<file path="src/rtl/bus_arb_pkg.sv">
// -----------------------------------------------------------------------------
// bus_arb_pkg
// Shared types for the memory bus arbiter: FSM state encoding, access size
// encoding and the latched request payload.
// -----------------------------------------------------------------------------
package bus_arb_pkg;

    typedef enum logic [1:0] {
        S_IDLE = 2'd0,
        S_ADDR = 2'd1,
        S_DATA = 2'd2
    } arb_state_e;

    typedef enum logic [1:0] {
        SZ_BYTE = 2'd0,
        SZ_HALF = 2'd1,
        SZ_WORD = 2'd2
    } size_e;

    typedef struct packed {
        logic        wr;
        size_e       size;
        logic [31:0] addr;
        logic [31:0] wdata;
        logic [3:0]  wstrb;
    } mem_req_t;

endpackage

</file>
<file path="src/rtl/arb_age_pick.sv">
// -----------------------------------------------------------------------------
// arb_age_pick
// Per-requester age counters and winner selection. Fixed priority (index 0
// highest), except that any requester whose age has reached AGE_LIMIT is
// promoted above all non-aged requesters.
// Ports:
//   clk, reset      clock, synchronous active-low reset
//   req_i           request valid per requester
//   idle_i          arbiter is in S_IDLE (a grant is taken this cycle if any req)
//   cur_gnt_i       requester owning the in-flight transaction (used when !idle_i)
//   pick_idx_o      selected winner
//   pick_valid_o    at least one request pending
// -----------------------------------------------------------------------------
module arb_age_pick #(
    parameter int N_REQ     = 3,
    parameter int AGE_LIMIT = 15,
    parameter int AGE_W     = 4,
    parameter int IDX_W     = (N_REQ > 1) ? $clog2(N_REQ) : 1
) (
    input  logic             clk,
    input  logic             reset,
    input  logic [N_REQ-1:0] req_i,
    input  logic             idle_i,
    input  logic [IDX_W-1:0] cur_gnt_i,
    output logic [IDX_W-1:0] pick_idx_o,
    output logic             pick_valid_o
);

    localparam logic [AGE_W-1:0] LIMIT = AGE_W'(AGE_LIMIT);

    logic [AGE_W-1:0] age_q [N_REQ];
    logic [AGE_W-1:0] age_d [N_REQ];
    logic             aged_hit;
    logic [IDX_W-1:0] aged_idx;

    // Scan from the highest index down so the lowest matching index is the
    // last one written and therefore wins.
    always_comb begin
        // NOTE: every signal driven here gets a default before any condition,
        // so no path leaves it unassigned and no latch is inferred.
        pick_valid_o = |req_i;
        pick_idx_o   = '0;
        aged_hit     = 1'b0;
        aged_idx     = '0;
        for (int i = N_REQ - 1; i >= 0; i--) begin
            if (req_i[i]) begin
                pick_idx_o = IDX_W'(i);
            end
            if (req_i[i] && (age_q[i] >= LIMIT)) begin
                aged_hit = 1'b1;
                aged_idx = IDX_W'(i);
            end
        end
        if (aged_hit) begin
            pick_idx_o = aged_idx;
        end
    end

    // Age only while actually waiting; the in-flight owner holds its value.
    always_comb begin
        for (int i = 0; i < N_REQ; i++) begin
            age_d[i] = age_q[i];
            if (!req_i[i]) begin
                age_d[i] = '0;
            end else if (idle_i) begin
                if (pick_idx_o == IDX_W'(i)) begin
                    age_d[i] = '0;
                end else if (age_q[i] < LIMIT) begin
                    age_d[i] = age_q[i] + 1'b1;
                end
            end else if ((cur_gnt_i != IDX_W'(i)) && (age_q[i] < LIMIT)) begin
                age_d[i] = age_q[i] + 1'b1;
            end
        end
    end

    // NOTE: the counters are a small register array, not RAM, and arbitration
    // depends on their value, so they are reset explicitly.
    always_ff @(posedge clk) begin
        for (int i = 0; i < N_REQ; i++) begin
            if (!reset) begin
                age_q[i] <= '0;
            end else begin
                age_q[i] <= age_d[i];
            end
        end
    end

endmodule

</file>
<file path="src/rtl/mem_bus_arbiter.sv">
// -----------------------------------------------------------------------------
// mem_bus_arbiter
// Shares one sram-like memory port between N_REQ requesters (0 = uncached,
// 1 = dcache, 2 = icache) with one outstanding transaction at a time.
// Ports:
//   clk, reset                 clock, synchronous active-low reset
//   m_req/m_wr/m_size/m_addr/m_wdata/m_wstrb   per-requester request + payload
//   m_addr_ok, m_data_ok       one-hot accept / completion pulses
//   m_rdata                    broadcast read data
//   bus_req + bus_* payload    downstream request (latched payload)
//   bus_addr_ok, bus_data_ok, bus_rdata        downstream handshake
//   proto_err                  sticky: bus_data_ok seen outside S_DATA
// -----------------------------------------------------------------------------
module mem_bus_arbiter
    import bus_arb_pkg::*;
#(
    parameter int N_REQ     = 3,
    parameter int AGE_LIMIT = 15,
    parameter int AGE_W     = 4
) (
    input  logic               clk,
    input  logic               reset,
    input  logic [N_REQ-1:0]   m_req,
    input  logic [N_REQ-1:0]   m_wr,
    input  logic [N_REQ*2-1:0] m_size,
    input  logic [N_REQ*32-1:0] m_addr,
    input  logic [N_REQ*32-1:0] m_wdata,
    input  logic [N_REQ*4-1:0] m_wstrb,
    output logic [N_REQ-1:0]   m_addr_ok,
    output logic [N_REQ-1:0]   m_data_ok,
    output logic [31:0]        m_rdata,
    output logic               bus_req,
    output logic               bus_wr,
    output logic [1:0]         bus_size,
    output logic [31:0]        bus_addr,
    output logic [31:0]        bus_wdata,
    output logic [3:0]         bus_wstrb,
    input  logic               bus_addr_ok,
    input  logic               bus_data_ok,
    input  logic [31:0]        bus_rdata,
    output logic               proto_err
);

    localparam int IDX_W = (N_REQ > 1) ? $clog2(N_REQ) : 1;

    arb_state_e       state_q, state_d;
    logic [IDX_W-1:0] gnt_q, gnt_d;
    mem_req_t         pay_q, pay_d;
    logic             perr_q, perr_d;

    logic [IDX_W-1:0] pick_idx;
    logic             pick_valid;
    mem_req_t         pick_pay;

    arb_age_pick #(
        .N_REQ    (N_REQ),
        .AGE_LIMIT(AGE_LIMIT),
        .AGE_W    (AGE_W),
        .IDX_W    (IDX_W)
    ) u_pick (
        .clk         (clk),
        .reset       (reset),
        .req_i       (m_req),
        .idle_i      (state_q == S_IDLE),
        .cur_gnt_i   (gnt_q),
        .pick_idx_o  (pick_idx),
        .pick_valid_o(pick_valid)
    );

    // Payload mux for the current winner.
    always_comb begin
        pick_pay = '0;
        for (int i = 0; i < N_REQ; i++) begin
            if (pick_idx == IDX_W'(i)) begin
                pick_pay.wr    = m_wr[i];
                pick_pay.size  = size_e'(m_size[2*i +: 2]);
                pick_pay.addr  = m_addr[32*i +: 32];
                pick_pay.wdata = m_wdata[32*i +: 32];
                pick_pay.wstrb = m_wstrb[4*i +: 4];
            end
        end
    end

    always_comb begin
        state_d   = state_q;
        gnt_d     = gnt_q;
        pay_d     = pay_q;
        perr_d    = perr_q;
        bus_req   = 1'b0;
        m_addr_ok = '0;
        m_data_ok = '0;
        case (state_q)
            S_IDLE: begin
                if (pick_valid) begin
                    state_d = S_ADDR;
                    gnt_d   = pick_idx;
                    pay_d   = pick_pay;
                end
                if (bus_data_ok) begin
                    perr_d = 1'b1;
                end
            end
            S_ADDR: begin
                bus_req = 1'b1;
                if (bus_addr_ok) begin
                    for (int i = 0; i < N_REQ; i++) begin
                        m_addr_ok[i] = (gnt_q == IDX_W'(i));
                    end
                    state_d = S_DATA;
                end
                // A data_ok here (even alongside addr_ok) is never honoured.
                if (bus_data_ok) begin
                    perr_d = 1'b1;
                end
            end
            S_DATA: begin
                if (bus_data_ok) begin
                    for (int i = 0; i < N_REQ; i++) begin
                        m_data_ok[i] = (gnt_q == IDX_W'(i));
                    end
                    state_d = S_IDLE;
                end
            end
            default: state_d = S_IDLE;
        endcase
    end

    // NOTE: sequential state uses non-blocking assignments so every register
    // samples the pre-edge values regardless of statement order.
    always_ff @(posedge clk) begin
        if (!reset) begin
            state_q <= S_IDLE;
            gnt_q   <= '0;
            pay_q   <= '0;
            perr_q  <= 1'b0;
        end else begin
            state_q <= state_d;
            gnt_q   <= gnt_d;
            pay_q   <= pay_d;
            perr_q  <= perr_d;
        end
    end

    assign m_rdata   = bus_rdata;
    assign bus_wr    = pay_q.wr;
    assign bus_size  = pay_q.size;
    assign bus_addr  = pay_q.addr;
    assign bus_wdata = pay_q.wdata;
    assign bus_wstrb = pay_q.wstrb;
    assign proto_err = perr_q;

endmodule

</file>
<file path="config.mk">
export PLATFORM = sky130hd
export DESIGN_NAME = mem_bus_arbiter
export DESIGN_NICKNAME = d
export VERILOG_FILES = /design/src/rtl/bus_arb_pkg.sv /design/src/rtl/arb_age_pick.sv /design/src/rtl/mem_bus_arbiter.sv
export SDC_FILE = /design/constraint.sdc
export NUM_CORES = 1
export LEC_CHECK = 0
export ABC_AREA = 1
export CAP_MARGIN = 10
export CORE_AREA = 4 4 140 142
export DETAILED_ROUTE_END_ITERATION = 10
export DIE_AREA = 0 0 144 146
export GPL_TIMING_DRIVEN = 0
export HOLD_SLACK_MARGIN = 0.15
export PLACE_DENSITY = 0.74
export SLEW_MARGIN = 30
export SYNTH_ARGS = -nofsm -noshare
export SYNTH_HDL_FRONTEND = slang
export SYNTH_SLANG_ARGS = --single-unit
</file>
<file path="constraint.sdc">
create_clock -name clk -period 1.8 [get_ports clk]
set_clock_uncertainty 0.2 [all_clocks]
set_input_delay 0.36 -clock clk [delete_from_list [all_inputs] [get_ports clk]]
set_output_delay 0.36 -clock clk [all_outputs]
set_load 0.01 [all_outputs]
</file>
==> summary.md <==
| Metric | Value |
|---|---|
| Outcome | finished with violations |
| Failing checks | setup timing |
| Final Slew Violations | 0 |
| Synthesis-to-finish area growth | 91.0% |
| Worst path max stage delay | 370 ps |
| Critical path's top delay family | simple AND/OR/NAND/NOR gates |
| Worst Slack Setup Final | -175 ps |
| Share of cells above drive strength 1 | 16.5% |
| EDFF count, synth | 0 |
| DP Worst Slack | -993 ps |
| Drt pass-1 iters | 4 |
| Startpoint types | flip-flop |
| Initial drt markers | 277 |
| Die Width | 144 um |
| Worst-Margin Slew | 543 ps |
| CP max-delay cell | dfxtp_4 |
| Fmax | 0.506 GHz |
| Most frequent cells in the layout | 251 x clkdlybuf4s50_1, 221 x nand2_1, 166 x nor2_1 |
| Mean Syn Cell Area | 6.12 um2 |
| Port Buffers | 330 |
| Yosys cell types | 26 |
| Crit-path max FO | 7 |
| Overall Global Routing Usage | 21.3% |
| Design Power | 6.67 mW |
| Final Cycle Share | 110% |
| GRT met2 Usage | 37.8% |
| Largest net degree at the start of global routing | 15 |
| Cells after Synth | 866 |
| Crit path cell chain | ha_4 > nand3_2 > a21boi_4 > nand2_8 > inv_12 > buf_12 > nand2_2 > nand4_1 > nand2_1 > inv_1 |
| PD cells | 660 mW/mm2 |
| CTS tree | done |
| Syn nets | 1121 |
| Global-route wire length before repair | 35.1 mm |
| Diode count | 0 |
| Number of global-route vias before repair | 6672 |
| Endpoint type of the worst setup path | flip-flop |
| Clock latency on the worst-skew pair | 340 ps |
| CTS root buf | clkbuf_16 |
| Met1 Use GR | 24.4% |
| Yosys reg bits | 88 |
| Asr flop ratio synth | 0% |
| Final min period | 1970 ps |
| Maximum VDD drop | 403 uV |
| RSZ-0062 raised after global routing | true |
| GRT Max-Usage Layer | met2 |
| Drt drc | 0 |
| Most common cell after layout, fill and taps aside | clkdlybuf4s50_1 |
| Met3 track demand over resource | 5.62% |
| Number of clock sinks | 88 |
| Area leader, netlist | dfxtp_1 |
| Via count | 6983 |
| CTS buffer count | 9 |
| Ports | 363 |
| Hold crit path type | in -> reg |
| Synth Cell Area | 0.00530 mm2 |
| Deepest clock path buffer count | 2 |
| Post-CTS Hold Buffers | 0 |
| Die footprint | 0.0210 mm2 |
| Yosys warning total | 0 |
| Final antenna-violating net count | 0 |
| H-tree depth | 3 |
| Critical path arrival | 2060 ps |
| DPL Wire Length | 17.2 mm |
| Max-cap violations | 0 |
| Via-to-Cell Ratio | 4.74 |
| Worst endpoint required time | 1890 ps |
| Final-report hold violation count | 0 |
| Max transition margin | 63.8% |
| Avg WL per Cell | 16.4 um |
| Main synth FF type | dfxtp_1 |
| Yosys top cell area share | 33.3% |
| Core area | 0.0185 mm2 |
| DP Cell Count | 1430 |
| Congestion Overflow GR | 0 |
| Initial antenna violation count | 0 |
| Row Count | 50 |
| Setup CP Type | reg -> reg |
| Starting Density | 28.7% |
| Register area share after synthesis | 33.3% |
| Leakage | 5.23 nW |
| Non-Filler Instances | 1473 |
| Clock transition at path regs | 70 ps |
| Final net count | 1490 |
| GP Congestion | 0.796 |
| Buf+Inv Stages, Crit Path | 3 |
| Drt total wl | 24.2 mm |
| Die height | 146 um |
| Synth area leaders | dfxtp_1 33%, nand2_1 17%, nor2_1 12% |
| Setup Viol. Count Final | 78 |
==> routing by layer <==
layer | wire length (um) | vias to the layer above
met2 | 12000 | 314
met1 | 9420 | 3188
li1 | - | 3441
met3 | 2130 | 40
met5 | 0 | -
met4 | 587 | 0
==> worst paths after layout <==
check	start	to	slack [ps]	depth (start not counted)
setup / recovery	u_pick.age_q[2][1]$_SDFFE_PN0P_	bus_wdata[16]$_SDFFE_PN0P_	-170	10
hold / removal	bus_data_ok	proto_err$_SDFFE_PN0P_	150	3
setup reg to reg	u_pick.age_q[2][1]$_SDFFE_PN0P_	bus_wdata[16]$_SDFFE_PN0P_	-170	10
hold reg to reg	proto_err$_SDFFE_PN0P_	proto_err$_SDFFE_PN0P_	280	2
==> worst reg2reg max path: stages (launching register included) <==
cell and delay (ps):
dfxtp_4 370, ha_4 150, nand3_2 130, a21boi_4 300
nand2_8 180, inv_12 140, buf_12 150, nand2_2 50
nand4_1 140, nand2_1 80, inv_1 60
==> timing repair <==
action,CTS,global route
pin swaps,22,33
buffers inserted,11,10
gates cloned,7,1
gates resized for setup,177,106
setup endpoints to repair,135,120
==> per-stage QoR <==
step                      utilization [%]  hold WS [ps]  instance area (um2)  TNS [ps]
final                                54.8           155                10100     -7990
after floorplan                         -           255                 5300         0
after global routing                 54.8           199                10100    -16460
after CTS                            52.6           281                 9710     -9960
after global placement               48.2           256                 8890    -71420
after detailed placement             48.2           265                 8890    -73510
==> state kept, by name (all words and copies together) (netlist names) <==
register      cells
gnt_q             2
state_q           2
bus_wstrb         4
bus_addr         32
u_pick.age_q     12
bus_wdata        32
bus_wr            1
proto_err         1
bus_size          2
==> cell type report <==
| class | count | area [um2] |
|---|---|---|
| Buffer | 83 | 719 |
| Clock buffer | 11 | 253 |
| Clock inverter | 4 | 53.8 |
| Fill cell | 1768 | 8340 |
| Inverter | 96 | 390 |
| Multi-Input combinational cell | 601 | 3010 |
| Sequential cell | 88 | 1780 |
| Tap cell | 234 | 293 |
| Timing Repair Buffer | 354 | 3600 |
| Timing Repair inverter | 2 | 17.5 |
==> power breakdown <==
group	leakage (nW)	switching (mW)	internal, mW	total [mW]
clock network	0.144	0.817	1.15	1.96
logic	4.36	1.15	1.28	2.42
registers	0.733	0.113	2.17	2.29
total	5.23	2.08	4.60	6.67
==> cells in the mapped netlist, drive strengths merged (2+ instances only) <==
master  instances
nand2         244
nor2          175
inv            96
dfxtp          88
nand3          76
buf            75
nand4          72
a21oi           9
o21ai           9
clkbuf          8
xor2            4
ha              3
nor3            2
==> cells by family (layout without fill, tap and decap cells) <==
logic type               Yosys count  count (layout)  share of synthesized area, %
AO/OA/AOI/OAI                     22              22                          2.43
AND/OR/NAND/NOR                  570             572                          45.9
flip-flops                        88              88                          33.3
adder cells (fa/ha/maj)            3               3                         0.709
buffers and inverters            179             550                          17.0
XOR/XNOR                           4               4                         0.661
(Power assumes the default switching activity.)
==> RTL edit 1, RTL diff (config.mk and constraints unchanged) <==
`AGE_LIMIT` is set to 15 in 2 places; all go to 11.
--- a/src/rtl/arb_age_pick.sv
+++ b/src/rtl/arb_age_pick.sv
@@ -13,7 +13,7 @@
 // -----------------------------------------------------------------------------
 module arb_age_pick #(
     parameter int N_REQ     = 3,
-    parameter int AGE_LIMIT = 15,
+    parameter int AGE_LIMIT = 11,
     parameter int AGE_W     = 4,
     parameter int IDX_W     = (N_REQ > 1) ? $clog2(N_REQ) : 1
 ) (
--- a/src/rtl/mem_bus_arbiter.sv
+++ b/src/rtl/mem_bus_arbiter.sv
@@ -15,7 +15,7 @@
     import bus_arb_pkg::*;
 #(
     parameter int N_REQ     = 3,
-    parameter int AGE_LIMIT = 15,
+    parameter int AGE_LIMIT = 11,
     parameter int AGE_W     = 4
 ) (
     input  logic               clk,
Behaviour: same outputs for any inputs over 4 cycles, from zero or initial values and one cycle with reset low; that may be too few to reach the edited logic, so the function may still have changed.
==> RTL edit 1 against the unedited design <==
The flow still finishes with violations (negative setup slack); global-route usage increased by 2.8 points; sequential cell count unchanged; wire length up 14%; area after synthesis rose by 4.1%; cell area is 8.8% higher; total power down 0.28%; cell count increased by 3.2%; setup slack improved by 0.042 ns; count of clock-buffer cells in the layout unchanged; sequential share of layout area down 1.4 points; critical endpoint is now bus_size[0]; largest cell class unchanged.
==> RTL edit 1: results (changes against the unedited design) <==
Clock-cell share=0.0239 (was 0.0303); Syn Nets=1139 (was 1121); inverter count=27 (was 98); tap cells=234 (unchanged); final setup margin=-0.133 ns (was -0.175 ns); Synth area leaders=dfxtp_1 32%, nand3_1 20%, nor2_1 12% (was dfxtp_1 33%, nand2_1 17%, nor2_1 12%); Via density=4.99 (was 4.74); CP max FO=10 (was 7); compound-cell area share of the yosys netlist=0.0833 (was 0.0243); initial DRC count=355 (was 277); Post-Synth Adder-Cell Area=0.00681 (was 0.00709); GPL Wtd Cong=0.880 (was 0.796); Global Route met2 Usage=0.443 (was 0.378); P_leak=5.40 nW (was 5.23 nW); CTS root buffer=clkbuf_16 (unchanged); Non-clock buffer share=0.440 (was 0.427); Setup WS pre-CTS=-0.781 ns (was -0.993 ns); outcome=complete, but fails checks (unchanged); top post-synthesis cells by count=218 x nand3_1, 173 x nor2_1, 170 x nand2_1 (was 241 x nand2_1, 175 x nor2_1, 93 x inv_1); Finish-stage setup viols=77 (was 78); Non-clock buffers=484 (was 437); met3 WL post-DR=2.31 mm (was 2.13 mm); Met1 Routed Length=10.3 mm (was 9.42 mm); Initial DRT Pass Iterations=5 (was 4); Final Cell Area=11000 um2 (was 10100 um2); met1 usage=0.278 (was 0.244); FILL cells=1659 (was 1768); failing checks=negative setup slack (unchanged); crit path DAT=1.97 ns (was 2.06 ns); GRT Util Overall=0.242 (was 0.213); pin count of the biggest net entering global routing=14 (was 15); initial antenna violation count=0 (unchanged); XOR/XNOR Fraction of Synth Area=0.00636 (was 0.00661); wire per inst=18.2 um (was 16.4 um); Hold WC Path Type=reg2reg (was in2reg); worst vdd ir=0.476 mV (was 0.403 mV); GR Util met3=0.0516 (was 0.0562); net count reported at finish=1538 (was 1490); sequential area share after synthesis=0.320 (was 0.333); fraction of area in multi-input gates=0.338 (was 0.298); global-route wire length before repair=39.5 mm (was 35.1 mm); met2 routed WL=14.3 mm (was 12.0 mm); vias in the first global route=7177 (was 6672); setup TNS=-6.15 ns (was -7.99 ns); post-DP HPWL=19.2 mm (was 17.2 mm); Seq/total area=0.162 (was 0.176); share of layout cells above drive strength 1=0.253 (was 0.165); fraction of power spent switching nets=0.320 (was 0.311); Seq cells=88 (unchanged); Cell Area, Placed=9110 um2 (was 8890 um2)
## RTL edit 1: cell types whose count changed after synthesis, sizes merged, moves of 7 or more
cell    unedited run  this run
o21ai              9        77
nand2            244       174
buf               75        82
inv               96        27
nand3             76       220
nand4             72         0
clkbuf             8        17
## RTL edit 1: what timing repair did
item                                    in CTS  in global routing
cloned                                      12                  0
endpoints found under the setup margin     128                121
buffers inserted                            42                 12
gates resized for setup                    257                112
pin swaps                                   83                 67
## RTL edit 1: final timing paths
kind / start / cells after the start / slack (ns) / end
worst max-delay path: u_pick.age_q[1][0] / 12 / -0.13 / bus_size[0]
worst max register to register: u_pick.age_q[1][0] / 12 / -0.13 / bus_size[0]
worst min-delay path: bus_wdata[20] / 2 / 0.31 / bus_wdata[20]
worst min register to register: bus_wdata[20] / 2 / 0.31 / bus_wdata[20]
## RTL edit 1: worst max-delay path: stages (launching register included)
cell and delay (ns):
dfxtp_2 0.37, ha_4 0.16, nor2_4 0.04, nor2_4 0.11, nand2_4 0.11, nand2_8 0.16, nand2_8 0.09, buf_12 0.14
buf_12 0.13, nand3_2 0.06, nand2_2 0.06, nor2_2 0.12, nor2_1 0.05
## RTL edit 1: stage by stage
step / cells / hold WS (ns)
after detailed placement: 1448 / 0.275
after CTS: 1512 / 0.238
after floorplan: 884 / 0.255
final: 1520 / 0.313
after global placement: 1448 / 0.259
after global routing: 1520 / 0.311
## RTL edit 1: power groups by stage
stage	combinational, mW	sequential [mW]	clock, mW
2_1_floorplan	0.900	2.43	0
3_3_place_gp	2.27	2.33	0
3_5_place_dp	2.29	2.34	0
4_1_cts	2.49	2.30	1.80
5_1_grt	2.79	2.33	1.88
6_report	2.59	2.30	1.76
==> RTL edit 2, RTL diff (config.mk and constraints unchanged) <==
Without the edit above. The 3 states of `arb_state_e` get a one-hot encoding in 3 bits.
--- a/src/rtl/bus_arb_pkg.sv
+++ b/src/rtl/bus_arb_pkg.sv
@@ -5,10 +5,10 @@
 // -----------------------------------------------------------------------------
 package bus_arb_pkg;
 
-    typedef enum logic [1:0] {
-        S_IDLE = 2'd0,
-        S_ADDR = 2'd1,
-        S_DATA = 2'd2
+    typedef enum logic [2:0] {
+        S_IDLE = 3'b001,
+        S_ADDR = 3'b010,
+        S_DATA = 3'b100
     } arb_state_e;
 
     typedef enum logic [1:0] {
Check against the original RTL: no difference found for any inputs over 4 cycles, from zero or initial values and one cycle with reset low; so few cycles prove little.
==> RTL edit 2 against the unedited design <==
The flow still finishes with violations (negative setup slack); wire length increased by 22%; non-clock buffer count up 47; area after synthesis rose by 14%; via count increased by 19%; first-iteration DRC count rose by 51%; combinational power increased by 64%; cell area is 19% higher; total power is 27% higher; sequential cell count is 1 higher; setup slack improved by 0.063 ns; critical path type unchanged; largest cell class unchanged; highest routed layer is now met5.
==> RTL edit 2: results (changes against the unedited design) <==
outcome=complete, but fails checks (unchanged); failing checks=negative setup slack (unchanged); crit path max-delay cell type=dfxtp_2 (was dfxtp_4); final setup margin=-0.112 ns (was -0.175 ns); vias in the first global route=7826 (was 6672); sequential area share after synthesis=0.294 (was 0.333); WHS=0.251 ns (was 0.155 ns); wire per inst=17.7 um (was 16.4 um); Met1 Routed Length=11.0 mm (was 9.42 mm); hold path startpoint=proto_err (was bus_data_ok); Placed Instances=1595 (was 1430); uppermost layer routed=met5 (was met4); P_leak=6.27 nW (was 5.23 nW); Seq pwr share=0.293 (was 0.343); GPL Wtd Cong=0.931 (was 0.796); Post-Synth Adder-Cell Area=0.00619 (was 0.00709); net count reported at finish=1685 (was 1490); count leader, synth=nand3_1 (was nand2_1); Global Route met2 Usage=0.452 (was 0.378); initial antenna violation count=3 (was 0); met3 WL post-DR=2.52 mm (was 2.13 mm); Final Cell Area=12100 um2 (was 10100 um2); compound-cell area share of the yosys netlist=0.0153 (was 0.0243); initial DRC count=417 (was 277); GRT Util Overall=0.250 (was 0.213); combinational power=3.96 mW (was 2.42 mW); worst vdd ir=0.493 mV (was 0.403 mV); Worst setup endpoint=bus_wr (was bus_wdata[16]); GR Util met3=0.0555 (was 0.0562); met2 routed WL=15.0 mm (was 12.0 mm); Via density=5.00 (was 4.74); Syn Nets=1286 (was 1121); worst reg2reg setup slack=-0.11 ns (was -0.17 ns); Synth area leaders=dfxtp_1 29%, nand3_1 24%, nor2_1 11% (was dfxtp_1 33%, nand2_1 17%, nor2_1 12%); global-route wire length before repair=41.4 mm (was 35.1 mm); met1 usage=0.289 (was 0.244); worst hold path stage count=2 (was 3); post-DP HPWL=19.7 mm (was 17.2 mm); XOR/XNOR Fraction of Synth Area=0.00722 (was 0.00661); final WL=29.5 mm (was 24.2 mm); Worst Tran Pin Value=0.482 ns (was 0.543 ns); Initial DRT Pass Iterations=7 (was 4); total power=8.49 mW (was 6.67 mW); top post-synthesis cells by count=293 x nand3_1, 172 x nor2_1, 168 x inv_1 (was 241 x nand2_1, 175 x nor2_1, 93 x inv_1); Finish-stage setup viols=76 (was 78); CP max FO=5 (was 7); Cell Area, Placed=9660 um2 (was 8890 um2); Switch Pwr=2.96 mW (was 2.08 mW)
[RTL edit 2: cell count changes after synthesis, sizes merged, moves of 7 or more]
cell / unedited run / this run
clkbuf: 8 / 15
nand4: 72 / 3
nand2: 244 / 171
inv: 96 / 170
buf: 75 / 83
nand3: 76 / 294
[RTL edit 2: layout make-up]
type                    instances  area share
clock buffers                  11      0.0193
multi-input cells             676       0.328
inverters                     170      0.0531
repair buffers                388       0.338
flip-flops and latches         89       0.149
clock inverters                 4     0.00643
plain buffers                  96      0.0814
well taps                     234      0.0243
[RTL edit 2: repair_timing]
action / 4_1_cts / 5_1_grt
cloned: 12 / 7
pin swaps: 39 / 67
setup endpoints to repair: 147 / 106
hold buffers: 0 / 0
gates resized for setup: 321 / 146
buffers inserted: 33 / 8
[RTL edit 2: cells by family after synthesis]
kind of cell,count (synthesis)
fa+ha+maj,3
simple gates,649
buf+inv,268
compound gates,17
xor+xnor,5
flops,89
